[config.mk]
export PLATFORM = sky130hd
export DESIGN_NAME = vx_wb_commit
export DESIGN_NICKNAME = d
export VERILOG_FILES = /design/src/rtl/vx_wb_commit_pkg.sv /design/src/rtl/vx_rr_grant.sv /design/src/rtl/vx_wb_commit.sv
export SDC_FILE = /design/constraint.sdc
export NUM_CORES = 1
export LEC_CHECK = 0
export BUFFER_PORTS_ARGS = -buffer_cell sky130_fd_sc_hd__buf_2
export CAP_MARGIN = 20
export CORE_AREA = 5 5 229 231
export CTS_BUF_LIST = sky130_fd_sc_hd__clkbuf_16
export DETAILED_ROUTE_END_ITERATION = 12
export DIE_AREA = 0 0 234 236
export GPL_ROUTABILITY_DRIVEN = 0
export SYNTH_ARGS = -nofsm -noshare
export SYNTH_HDL_FRONTEND = slang
export SYNTH_SLANG_ARGS = --single-unit
[constraint.sdc]
create_clock -name clk -period 3 [get_ports clk]
set_clock_uncertainty 0.15 [all_clocks]
set_input_delay 0.6 -clock clk [delete_from_list [all_inputs] [get_ports clk]]
set_output_delay 0.6 -clock clk [all_outputs]
set_load 0.005 [all_outputs]
[src/rtl/vx_wb_commit_pkg.sv]
// Shared types for the writeback commit stage: beat layout, FSM states and
// default widths for the build-wide macros when the build does not supply them.
`ifndef NUM_THREADS
`define NUM_THREADS 2
`endif
`ifndef XLEN
`define XLEN 32
`endif
`ifndef NR_BITS
`define NR_BITS 5
`endif
`ifndef UUID_WIDTH
`define UUID_WIDTH 8
`endif
`ifndef STALL_TIMEOUT
`define STALL_TIMEOUT 256
`endif

package vx_wb_commit_pkg;

  localparam int ISSUE_WIS_W  = 2;
  localparam int THREAD_CNT_P = `NUM_THREADS;
  localparam int XLEN_P       = `XLEN;
  localparam int NR_BITS_P    = `NR_BITS;
  localparam int UUID_W_P     = `UUID_WIDTH;

  typedef enum logic {
    ST_IDLE   = 1'b0,
    ST_LOCKED = 1'b1
  } commit_state_e;

  // One result beat as carried from an execute unit to the writeback port.
  typedef struct packed {
    logic [UUID_W_P-1:0]            uuid;
    logic [ISSUE_WIS_W-1:0]         wis;
    logic [THREAD_CNT_P-1:0]        tmask;
    logic [XLEN_P-1:0]              pc;
    logic                           wb;
    logic [NR_BITS_P-1:0]           rd;
    logic [THREAD_CNT_P*XLEN_P-1:0] data;
    logic                           sop;
    logic                           eop;
  } wb_beat_t;

  localparam int WB_BEAT_W = $bits(wb_beat_t);

  // Index width that stays legal for a single source.
  function automatic int idx_width(input int n);
    return (n > 1) ? $clog2(n) : 1;
  endfunction

endpackage

[src/rtl/vx_rr_grant.sv]
// Round-robin grant picker. Purely combinational: while locked the grant is
// pinned to lock_idx; otherwise the first requester at or after ptr wins,
// and with no requester the grant parks on ptr.
module vx_rr_grant #(
  parameter int N     = 4,
  parameter int IDX_W = 2
) (
  input  logic [N-1:0]     req,
  input  logic [IDX_W-1:0] ptr,
  input  logic             lock,
  input  logic [IDX_W-1:0] lock_idx,
  output logic [N-1:0]     grant,
  output logic [IDX_W-1:0] grant_idx
);

  logic found;

  // Cyclic search: indices >= ptr first, then the wrapped part below ptr.
  always_comb begin
    grant_idx = ptr;
    found     = 1'b0;
    grant     = '0;
    if (lock) begin
      grant_idx = lock_idx;
    end else begin
      for (int i = 0; i < N; i++) begin
        if (!found && req[i] && (IDX_W'(i) >= ptr)) begin
          grant_idx = IDX_W'(i);
          found     = 1'b1;
        end
      end
      for (int i = 0; i < N; i++) begin
        if (!found && req[i] && (IDX_W'(i) < ptr)) begin
          grant_idx = IDX_W'(i);
          found     = 1'b1;
        end
      end
    end
    for (int i = 0; i < N; i++) begin
      grant[i] = (grant_idx == IDX_W'(i));
    end
  end

endmodule

[src/rtl/vx_wb_commit.sv]
// Writeback commit: arbitrates result beats from NUM_SRC execute units onto
// one registered writeback stream. Multi-beat packets hold the grant until
// their eop beat so packets never interleave.
// Optional macro VX_WB_COMMIT_PERF_EN adds perf_commits / perf_conflicts.
//
// state     | meaning
// ST_IDLE   | no packet open; round-robin grant from rr_ptr
// ST_LOCKED | packet open on lock_idx; only that source is ready
module vx_wb_commit
  import vx_wb_commit_pkg::*;
#(
  parameter int NUM_SRC    = 4,
  parameter int THREAD_CNT = `NUM_THREADS,
  parameter int WIS_W      = ISSUE_WIS_W,
  parameter int UUID_W     = `UUID_WIDTH
) (
  input  logic                              clk,
  input  logic                              reset_n,
  input  logic [NUM_SRC-1:0]                src_valid,
  output logic [NUM_SRC-1:0]                src_ready,
  input  logic [NUM_SRC*UUID_W-1:0]         src_uuid,
  input  logic [NUM_SRC*WIS_W-1:0]          src_wis,
  input  logic [NUM_SRC*THREAD_CNT-1:0]     src_tmask,
  input  logic [NUM_SRC*`XLEN-1:0]          src_pc,
  input  logic [NUM_SRC-1:0]                src_wb,
  input  logic [NUM_SRC*`NR_BITS-1:0]       src_rd,
  input  logic [NUM_SRC*THREAD_CNT*`XLEN-1:0] src_data,
  input  logic [NUM_SRC-1:0]                src_sop,
  input  logic [NUM_SRC-1:0]                src_eop,
  output logic                              wb_valid,
  output logic [UUID_W-1:0]                 wb_uuid,
  output logic [WIS_W-1:0]                  wb_wis,
  output logic [THREAD_CNT-1:0]             wb_tmask,
  output logic [`XLEN-1:0]                  wb_pc,
  output logic [`NR_BITS-1:0]               wb_rd,
  output logic [THREAD_CNT*`XLEN-1:0]       wb_data,
  output logic                              wb_sop,
  output logic                              wb_eop
`ifdef VX_WB_COMMIT_PERF_EN
  ,
  output logic [43:0]                       perf_commits,
  output logic [43:0]                       perf_conflicts
`endif
);

  localparam int IDX_W = idx_width(NUM_SRC);

  commit_state_e          state_q, state_d;
  logic [IDX_W-1:0]       rr_ptr_q, rr_ptr_d;
  logic [IDX_W-1:0]       lock_idx_q, lock_idx_d;
  logic [IDX_W-1:0]       grant_idx;
  logic [NUM_SRC-1:0]     grant;
  logic                   fire;
  wb_beat_t               src_beat [NUM_SRC];
  logic [WB_BEAT_W-1:0]   sel_bits;
  wb_beat_t               sel_beat;
  wb_beat_t               beat_q;
  logic                   beat_vld_q;

  for (genvar g = 0; g < NUM_SRC; g++) begin : g_src
    assign src_beat[g] = {src_uuid[g*UUID_W +: UUID_W],
                          src_wis[g*WIS_W +: WIS_W],
                          src_tmask[g*THREAD_CNT +: THREAD_CNT],
                          src_pc[g*`XLEN +: `XLEN],
                          src_wb[g],
                          src_rd[g*`NR_BITS +: `NR_BITS],
                          src_data[g*THREAD_CNT*`XLEN +: THREAD_CNT*`XLEN],
                          src_sop[g],
                          src_eop[g]};
  end

  vx_rr_grant #(
    .N     (NUM_SRC),
    .IDX_W (IDX_W)
  ) u_rr_grant (
    .req       (src_valid),
    .ptr       (rr_ptr_q),
    .lock      (state_q == ST_LOCKED),
    .lock_idx  (lock_idx_q),
    .grant     (grant),
    .grant_idx (grant_idx)
  );

  // Ready follows the grant only; it never depends on a non-granted source's valid.
  assign src_ready = grant & {NUM_SRC{reset_n}};
  assign fire      = |(src_valid & src_ready);

  // One-hot AND-OR mux of the granted source's beat.
  always_comb begin
    sel_bits = '0;
    for (int i = 0; i < NUM_SRC; i++) begin
      sel_bits = sel_bits | (src_beat[i] & {WB_BEAT_W{grant[i]}});
    end
    sel_beat = sel_bits;
  end

  // Next state: lock on a non-eop fire, unlock and step rr_ptr past the grant on eop.
  always_comb begin
    state_d    = state_q;
    rr_ptr_d   = rr_ptr_q;
    lock_idx_d = lock_idx_q;
    if (fire) begin
      if (sel_beat.eop) begin
        state_d  = ST_IDLE;
        rr_ptr_d = (grant_idx == IDX_W'(NUM_SRC - 1)) ? '0 : grant_idx + 1'b1;
      end else begin
        state_d    = ST_LOCKED;
        lock_idx_d = grant_idx;
      end
    end
  end

  // Arbitration state registers.
  always_ff @(posedge clk or negedge reset_n) begin
    if (!reset_n) begin
      state_q    <= ST_IDLE;
      rr_ptr_q   <= '0;
      lock_idx_q <= '0;
    end else begin
      state_q    <= state_d;
      rr_ptr_q   <= rr_ptr_d;
      lock_idx_q <= lock_idx_d;
    end
  end

  // Output beat register: fields update only on fire and hold otherwise.
  always_ff @(posedge clk or negedge reset_n) begin
    if (!reset_n) begin
      beat_vld_q <= 1'b0;
      beat_q     <= '0;
    end else begin
      beat_vld_q <= fire;
      if (fire) begin
        beat_q <= sel_beat;
      end
    end
  end

  // Beats without a register write are consumed but never presented.
  assign wb_valid = beat_vld_q & beat_q.wb;
  assign wb_uuid  = beat_q.uuid;
  assign wb_wis   = beat_q.wis;
  assign wb_tmask = beat_q.tmask;
  assign wb_pc    = beat_q.pc;
  assign wb_rd    = beat_q.rd;
  assign wb_data  = beat_q.data;
  assign wb_sop   = beat_q.sop;
  assign wb_eop   = beat_q.eop;

`ifdef VX_WB_COMMIT_PERF_EN
  logic multi_vld;
  logic lock_conflict;

  // x & (x-1) is non-zero exactly when two or more bits are set.
  assign multi_vld     = |(src_valid & (src_valid - 1'b1));
  assign lock_conflict = (state_q == ST_LOCKED) && |(src_valid & ~grant);

  // Saturating event counters.
  always_ff @(posedge clk or negedge reset_n) begin
    if (!reset_n) begin
      perf_commits   <= '0;
      perf_conflicts <= '0;
    end else begin
      if (fire && sel_beat.wb && sel_beat.eop && (perf_commits != '1)) begin
        perf_commits <= perf_commits + 1'b1;
      end
      if ((multi_vld || lock_conflict) && (perf_conflicts != '1)) begin
        perf_conflicts <= perf_conflicts + 1'b1;
      end
    end
  end
`endif

`ifndef SYNTHESIS
  logic [31:0]          stall_cnt;
  logic                 pkt_open;
  logic [`NR_BITS-1:0]  pkt_rd;

  // Track how long a locked source has left its packet hanging.
  always_ff @(posedge clk or negedge reset_n) begin
    if (!reset_n) begin
      stall_cnt <= '0;
    end else if ((state_q == ST_LOCKED) && !src_valid[lock_idx_q]) begin
      stall_cnt <= stall_cnt + 1'b1;
    end else begin
      stall_cnt <= '0;
    end
  end

  // Remember rd of the packet currently leaving on the output register.
  always_ff @(posedge clk or negedge reset_n) begin
    if (!reset_n) begin
      pkt_open <= 1'b0;
      pkt_rd   <= '0;
    end else if (beat_vld_q) begin
      pkt_open <= !beat_q.eop;
      if (!pkt_open) begin
        pkt_rd <= beat_q.rd;
      end
    end
  end

  a_lock_stall : assert property (@(posedge clk) disable iff (!reset_n)
    stall_cnt <= 32'(`STALL_TIMEOUT));

  a_rd_stable : assert property (@(posedge clk) disable iff (!reset_n)
    (beat_vld_q && pkt_open) |-> (beat_q.rd == pkt_rd));
`endif

endmodule

After elaboration in Yosys (flattened, before gate mapping)
Index checks and enable logic that the tools add are counted.
- add/sub/neg operators: 1
- $lt $le $gt $ge: 8
- eq/ne operators: 3
- muxes and demuxes: 25
- bitwise operators: 11
- reduce and logical (&&, ||, !) cells: 26
- operators with widths (operator ; number):
    $and 116x116->116 ; 4
    $or 116x116->116 ; 3
    $mux 2 ; 10
    $logic_and 1x1->1 ; 15
    $mux 1 ; 15
    $and 4x4->4 ; 2
    $logic_not 1->1 ; 7
    $eq 2x2->1 const B ; 2
    $ge 1x2->1 const A ; 2
    $ge 2x2->1 const A ; 2
    $lt 1x2->1 const A ; 2
    $lt 2x2->1 const A ; 2
    $reduce_and 2->1 ; 2
    $reduce_or 4->1 ; 1
    $add 2x1->2 const B ; 1
    $eq 2x1->1 const B ; 1
    $logic_not 2->1 ; 1
    $and 1x1->1 ; 1
    $not 1->1 ; 1
- flip-flop bits (word level): 122
- input port bits: 470
- word-level logic and storage cells: 87

Longest topological paths before layout
Gate-level depths: netlist of the first run.
- word-level depth: 46
- mapped depth: 13

Cells and area by module
Synthesis of the first run repeated with hierarchy kept, for this count alone.
- cell total of the unflattened synthesis: 822
- area total of the unflattened synthesis: 8095.3 sq um
- modules (own cells, without submodules) (module ; instances ; cells each ; area an instance (sq um) ; seq. area each (sq um)):
    vx_wb_commit ; 1 ; 783 ; 7855.0 ; 3052.9
    vx_rr_grant ; 1 ; 39 ; 240.2 ; 0.0

Worst setup path after synthesis of the first run
OpenSTA, ideal clock, no wires.
- path type: input port to output port
- start: input port src_valid[2]
- end: output port src_ready[1]
- data arrival time: 2301 ps
- slack: -51 ps
- cell stages on the path: 9
- buffers on the path: 3
- cell sequence: nor2b_1 -> a221o_1 -> o22a_1 -> mux2i_1 -> ha_1 -> buf_2 -> buf_2 -> buf_1 -> and2_1
- cells in the longest elaborated chain, start to end: 31
- elaborated cells between the ends (all ways): 36
- RTL lines (element ; RTL line ; source):
    start, declared ; vx_wb_commit.sv:19 ; input logic [NUM_SRC-1:0] src_valid,
    $logic_and 1x1->1 (2 in a row) ; vx_rr_grant.sv:27 ; if (!found && req[i] && (IDX_W'(i) >= ptr)) begin
    $mux 1 ; vx_rr_grant.sv:27 ;
    $mux 1 ; vx_rr_grant.sv:23 ; if (lock) begin
    $logic_not 1->1 ; vx_rr_grant.sv:27 ;
    $logic_and 1x1->1 (2 in a row) ; vx_rr_grant.sv:27 ;
    $mux 1 ; vx_rr_grant.sv:27 ;
    $mux 1 ; vx_rr_grant.sv:23 ;
    $logic_not 1->1 ; vx_rr_grant.sv:33 ; if (!found && req[i] && (IDX_W'(i) < ptr)) begin
    [... 12 more ...] ; - ;
    $mux 1 ; vx_rr_grant.sv:33 ;
    $mux 1 ; vx_rr_grant.sv:23 ;
    $logic_not 1->1 ; vx_rr_grant.sv:33 ;
    $logic_and 1x1->1 (2 in a row) ; vx_rr_grant.sv:33 ;
    $mux 2 * ; vx_rr_grant.sv:33 ;
    $mux 2 * ; vx_rr_grant.sv:23 ;
    $eq 2x1->1 * ; vx_rr_grant.sv:40 ; grant[i] = (grant_idx == IDX_W'(i));
    $and 4x4->4 * ; vx_wb_commit.sv:85 ; assign src_ready = grant & {NUM_SRC{reset_n}};
    end, declared ; vx_wb_commit.sv:20 ; output logic [NUM_SRC-1:0] src_ready,
Every way passes the cells marked *; elsewhere a longest branch is shown, timed or not. The select of a mux whose other input is x is not followed.

Worst setup path in the final report of the first run
- start: register rr_ptr_q[1]
- end: output port src_ready[2]
- cells in the longest elaborated chain, start to end: 41
- elaborated cells between the ends (all ways): 55
- RTL lines (element ; RTL line ; source):
    start, declared ; vx_wb_commit.sv:49 ; logic [IDX_W-1:0] rr_ptr_q, rr_ptr_d;
    start signal, assigned ; vx_wb_commit.sv:121 ; rr_ptr_q <= rr_ptr_d;
    $ge 1x2->1 ; vx_rr_grant.sv:27 ;
    $logic_and 1x1->1 ; vx_rr_grant.sv:27 ;
    $mux 1 ; vx_rr_grant.sv:27 ;
    $mux 1 ; vx_rr_grant.sv:23 ;
    $logic_not 1->1 ; vx_rr_grant.sv:27 ;
    $logic_and 1x1->1 (2 in a row) ; vx_rr_grant.sv:27 ;
    $mux 1 ; vx_rr_grant.sv:27 ;
    $mux 1 ; vx_rr_grant.sv:23 ;
    [... 24 more ...] ; - ;
    $mux 1 ; vx_rr_grant.sv:23 ;
    $logic_not 1->1 ; vx_rr_grant.sv:33 ;
    $logic_and 1x1->1 (2 in a row) ; vx_rr_grant.sv:33 ;
    $mux 2 * ; vx_rr_grant.sv:33 ;
    $mux 2 * ; vx_rr_grant.sv:23 ;
    net grant_idx[1] ; vx_wb_commit.sv:51 ; logic [IDX_W-1:0] grant_idx;
    $eq 2x2->1 * ; vx_rr_grant.sv:40 ;
    $and 4x4->4 * ; vx_wb_commit.sv:85 ;
The timed path passes the listed nets; every way through them passes the cells marked *. The select of a mux whose other input is x is not followed.

==> results.tsv, run 1 <==
metric	value	unit
status	completed	
dr.first_iter.drc_count	502	
finalMaxSlewViolations	0	
period_needed	2.97	ns
r2r-start	rr_ptr_q[1]	
overflow	0	
io_buffers	589	
grt_pass1_wl	48600	µm
first_global_vias	8714	
detail_route.wl_per_cell	17.6	µm
max_clock_freq	0.337	GHz
reg2reg_to	wb_pc[6]	
seqCellArea	3050	µm²
syn-mean-instance-area	9.23	µm²
power.leakage	5.16	nW
clock_sinks	122	
coreArea	49900	µm²
ys_warn_count	0	
cts-root-buf	clkbuf_16	
grt_max_degree	85	
synth_common_cells	232 x a22oi_1, 122 x dfrtp_1, 122 x nor2_1, 115 x a31oi_1, 113 x buf_4	
cpLargestDelayFamily	compound AO/OA/AOI/OAI gates	
cp_num_cells	7	
ant_nets	0	
io_pins	590	
drive_gt1_frac	0.528	
power	12.5	mW
hp-start	src_data[114]	
die_w	234	µm
cts_buffers	17	
synth_area	7570	µm²
groute.usage.overall	0.116	
fin_area	11300	µm²
synth_top_area_frac	0.403	
slew_headroom	0.515	
ys_ff_latch	122	
final.period_utilization	0.990	
path_max_fanout	6	
worstPathBufferInverterCount	1	
cp.required	2.25	ns
arrival	2.22	ns
antenna_found_initial	2	
path_clk_slew	0.06	ns
timing.final.setup_violations	0	
synth_cell_type_count	29	
critPathLaunch	rr_ptr_q[1]	
fillCellCount	5488	
final_hold_viol_count	0	
peakVddDrop	602	µV
whs_endpoint	wb_data[50]	
synth_cells	820	
seq_area_frac_synth	0.403	
rsz0062_at_grt	true	
hp-class	input port to flip-flop	
routed_wl	34800	µm
fin_hold_ws	0.310	ns
die_area	55200	µm²
rrSetupSlack	0.10	ns
crit_chain	nor2_1 > a221o_1 > o22a_1 > mux2_4 > ha_4 > and2_4 > buf_6	
finalSetupTns	0	ns
cts_tree	built	
synth-edff-count	0	
crit_slowest_cell	dfrtp_1	
synth.most_common_cell	a22oi_1	
start_util	0.152	
ctsHtreeMaxLevel	4	
nNetsFinal	1769	
rows	82	
drv_cap	0	
tightest_slew	0.727	ns
power_density	1110	nW/µm²
syn_nets	1294	
placed_area	10500	µm²
insertion_delay	0.46	ns
die_h	236	µm
reg2regPathDepth	10	
synth_largest_area_cell	dfrtp_1	
end_kind	primary output	
holdPathStages	3	
vias	8555	
critPathKind	flip-flop to primary output	
synthTopCellsByArea	dfrtp_1 40%, a22oi_1 23%, buf_4 11%, a31oi_1 9.5%, nor2_1 6.0%	
cp_slowest_stage_delay	0.38	ns
area_delta_synth_final	48.9	%
multi_input_area	3280	µm²
synthArstFlopShare	1.00	
synth_flop_cell	dfrtp_1	
first_pass_iters	6	
vias_per_cell	4.32	
worstSetupStartpointType	flip-flop	
drc_errors	0	
place_hpwl	27900	µm
clockBufferDepth	2	
## registers in the layout (all words and copies together), names as in the netlist
| register | cells |
|---|---|
| rr_ptr_q | 2 |
| state_q | 1 |
| wb_eop | 1 |
| wb_rd | 5 |
| wb_pc | 32 |
| beat_vld_q | 1 |
| wb_wis | 2 |
| lock_idx_q | 2 |
| wb_tmask | 2 |
| wb_uuid | 8 |
| wb_data | 64 |
| beat_q | 1 |
| wb_sop | 1 |
## routing by layer
metal / part of all wire / GRT usage / up-vias
met3: 0.084 / 0.0382 / 55
met4: 0.035 / 0.0545 / 0
met2: 0.48 / 0.198 / 508
met1: 0.40 / 0.129 / 4014
met5: 0 / 0 / -
li1: - / - / 3978
## area by class of cell
cell class	count	share of cell area
repair buffers	646	0.309
multi-input cells	503	0.291
flip-flops and latches	122	0.271
well taps	672	0.0746
clock buffers	17	0.0377
clock inverters	15	0.0140
inverters	5	0.00211
diodes	2	0.000444
## worst max path at each step
stage / endpoint
3_5_place_dp: wb_rd[0]
6_report: src_ready[2]
3_3_place_gp: lock_idx_q[1]
5_1_grt: src_ready[0]
2_1_floorplan: src_ready[2]
4_1_cts: src_ready[2]
## cells in the final DEF (no fill, tap or decap), types with 2 or more instances in the layout
master / instances
clkbuf_16: 18
a31oi_1: 115
bufinv_16: 3
buf_4: 50
buf_12: 3
clkinv_1: 4
dfrtp_1: 122
mux2i_1: 2
a22oi_1: 232
a21oi_1: 2
nor2_1: 122
mux2_2: 3
a22o_1: 2
and2_1: 2
clkinvlp_4: 2
ha_4: 4
buf_6: 5
inv_1: 3
clkinv_4: 2
buf_2: 585
clkinv_2: 4
diode_2: 2
and2_4: 3
nor2b_1: 3
## cell families after synthesis
family / count (synthesis) / share of synthesized area
flip-flops: 122 / 0.403
AND/OR/NAND/NOR: 133 / 0.0689
AO/OA/AOI/OAI: 360 / 0.339
buffers and inverters: 195 / 0.174
adder cells (fa/ha/maj): 4 / 0.00661
multiplexers: 6 / 0.00859
## worst reg2reg max path: stages (launching register included)
cell	delay [ns]
dfrtp_1	0.38
nor2_1	0.06
a221o_1	0.29
o22a_1	0.22
mux2i_1	0.16
buf_4	0.16
ha_4	0.18
buf_4	0.13
buf_4	0.49
a22oi_1	0.36
a31oi_1	0.24
## what timing repair did
action	CTS	global route
hold endpoints to repair	23	0
pin swaps	1	2
hold buffers	1	0
resized for setup	10	7
setup buffers	5	6
endpoints found under the setup margin	4	44
cloned	0	1
## report_power, final
part	internal (mW)	switching [mW]	total, mW
registers	2.53	0.439	2.97
logic	3.15	4.30	7.45
clock network	1.28	0.806	2.09
## metrics by stage
step,instances,util,setup slack (ns)
floorplan,820,-,0.00173
global placement,1938,0.211,-0.157
detailed placement,1938,0.211,-0.196
CTS,1973,0.224,-0.0234
global route,1980,0.226,-0.0420
finish,1982,0.226,0.0307
(Power assumes the default switching activity.)
==> run 2, diff against run 1 <==
Settings changed: BUFFER_PORTS_ARGS -buffer_cell sky130_fd_sc_hd__buf_2 to unset, CAP_MARGIN 20 to unset, CORE_AREA 5 5 229 231 to 5 5 225 227, DIE_AREA 0 0 234 236 to 0 0 230 232, DONT_BUFFER_PORTS set to 1, SKIP_CTS_REPAIR_TIMING set to 1.
==> run 2 against run 1 <==
  * The run now ends with hold timing, setup timing left
  * Sequential power up 15%
  * First-iteration DRC count down 4.6%
  * Critical path depth rose by 2
  * Hold slack worse by 0.62 ns
  * Worst setup slack lost 0.076 ns
  * Non-clock buffer count decreased by 601
  * Final cell count down 32%
  * Register-to-register slack got worse by 0.04 ns
  * Critical path type unchanged
  * Largest cell class is now multi-input combinational cells
  * Largest power group unchanged
==> results.tsv, run 2 (same netlist as run 1, synthesis figures left out) <==
metric	value	unit
finalMaxSlewViolations	0	
rrSetupSlack	0.06	ns
placed_area	7400	µm²
path_clk_slew	0.06	ns
power	11.7	mW
ctsHtreeMaxLevel	4	
fin_hold_ws	-0.313	ns
insertion_delay	0.46	ns
r2r-start	rr_ptr_q[1]	
cts_tree	built	
arrival	2.29	ns
die_area	53400	µm²
start_util	0.156	
groute.usage.overall	0.104	
pwr-share-seq	0.293	
slew_headroom	0.530	
switching_share	0.456	
antenna_found_initial	9	
drive_gt1_frac	0.124	
hp-class	input port to async pin	
timing.final.setup_violations	2	
dp_slack	-0.105	ns
critPathKind	flip-flop to primary output	
p_clk_frac	0.173	
peakVddDrop	485	µV
detail_route.wl_per_cell	23.8	µm
area_delta_synth_final	9.29	%
largest_reg_flops	64	
clockBufferDepth	2	
p_comb_frac	0.534	
rows	81	
io_buffers	0	
cp.required	2.25	ns
place_hpwl	24100	µm
vias	6547	
cts-root-buf	clkbuf_16	
rsz0062_at_grt	true	
cp_slowest_stage_delay	0.41	ns
die_w	230	µm
power_density	1410	nW/µm²
reg2regPathDepth	12	
vias_per_cell	4.89	
io_pins	590	
tightest_slew	0.704	ns
fillCellCount	5366	
period_needed	3.04	ns
final_hold_viol_count	122	
path_max_fanout	8	
crit_top_cell	buf_4	
die_h	232	µm
grt_pass1_wl	40600	µm
final_common_cell	a22oi_1	
crit_chain	nor2_1 > a221o_1 > o22a_1 > buf_4 > mux2i_1 > buf_4 > ha_4 > buf_12 > and2_4	
routed_wl	31800	µm
most-common-layout-cells	232 x a22oi_1, 122 x nor2_1, 121 x dfrtp_1	
grt_max_degree	128	
fin_ws	-0.0449	ns
fin_area	8270	µm²
final.period_utilization	1.01	
dr.first_iter.drc_count	479	
violations	hold timing, setup timing	
power.leakage	2.86	nW
clock_sinks	122	
max_clock_freq	0.328	GHz
coreArea	48400	µm²
ant_nets	0	
status	complete, but fails checks	
worstSetupStartpointType	flip-flop	
drv_cap	0	
reg2reg_to	lock_idx_q[1]	
intPower	6.35	mW
fin_util	0.171	
endpoint	src_ready[1]	
crit_slowest_cell	dfrtp_2	
overflow	0	
end_kind	primary output	
first_pass_iters	5	
drc_errors	0	
nNetsFinal	1168	
critPathLaunch	rr_ptr_q[1]	
first_global_vias	6292	
cts_buffers	17	
switchingPower	5.33	mW
[run 2: how the worst min path moves through the flow]
stage | startpoint | cells after the start | slack, ns | to
2_1_floorplan | reset_n | 0 | 0.15 | beat_q[71]
3_3_place_gp | reset_n | 0 | 0.16 | wb_tmask[0]
3_5_place_dp | reset_n | 0 | 0.16 | wb_tmask[0]
4_1_cts | reset_n | 0 | -0.38 | wb_pc[23]
5_1_grt | reset_n | 0 | -0.36 | wb_pc[25]
6_report | reset_n | 0 | -0.31 | wb_tmask[1]
[run 2: cell type report]
type,instances,area [µm²],area share
Clock buffer,17,425,0.0514
Inverter,5,26.3,0.00318
Timing Repair Buffer,45,568,0.0687
Clock inverter,15,134,0.0162
Tap cell,622,778,0.0941
Sequential cell,122,3050,0.369
Antenna cell,9,22.5,0.00272
Multi-Input combinational cell,503,3270,0.395
[run 2: per-stage QoR]
step / TNS [ns] / instances
global placement: -0.965 / 1280
CTS: -1.17 / 1312
finish: -0.0636 / 1338
global route: -0.824 / 1338
floorplan: 0 / 820
detailed placement: -4.01 / 1280
[run 2: power by group through the flow]
stage | clock network, mW | registers [mW] | logic (mW)
floorplan | 0 | 2.88 | 5.44
global placement | 0 | 3.46 | 5.34
detailed placement | 0 | 3.46 | 5.54
CTS | 2.12 | 3.44 | 5.55
global route | 2.17 | 3.49 | 6.86
finish | 2.02 | 3.42 | 6.24
[run 2: routing by layer]
layer,vias to the layer above,GRT usage,share of wire,routed length [µm]
met5,-,0,0,0
met4,0,0.0734,0.059,1890
met3,75,0.0384,0.085,2700
met2,505,0.169,0.48,15300
met1,3190,0.113,0.37,11900
li1,2777,-,-,-
[run 2: worst max-delay path, delay by kind of cell (launching register included)]
| kind | cells | cell delay, ns |
|---|---|---|
| adder cells (fa/ha/maj) | 1 | 0.15 |
| multiplexers | 1 | 0.13 |
| buffers and inverters | 3 | 0.43 |
| AO/OA/AOI/OAI | 2 | 0.49 |
| AND/OR/NAND/NOR | 2 | 0.22 |
| flip-flops | 1 | 0.41 |
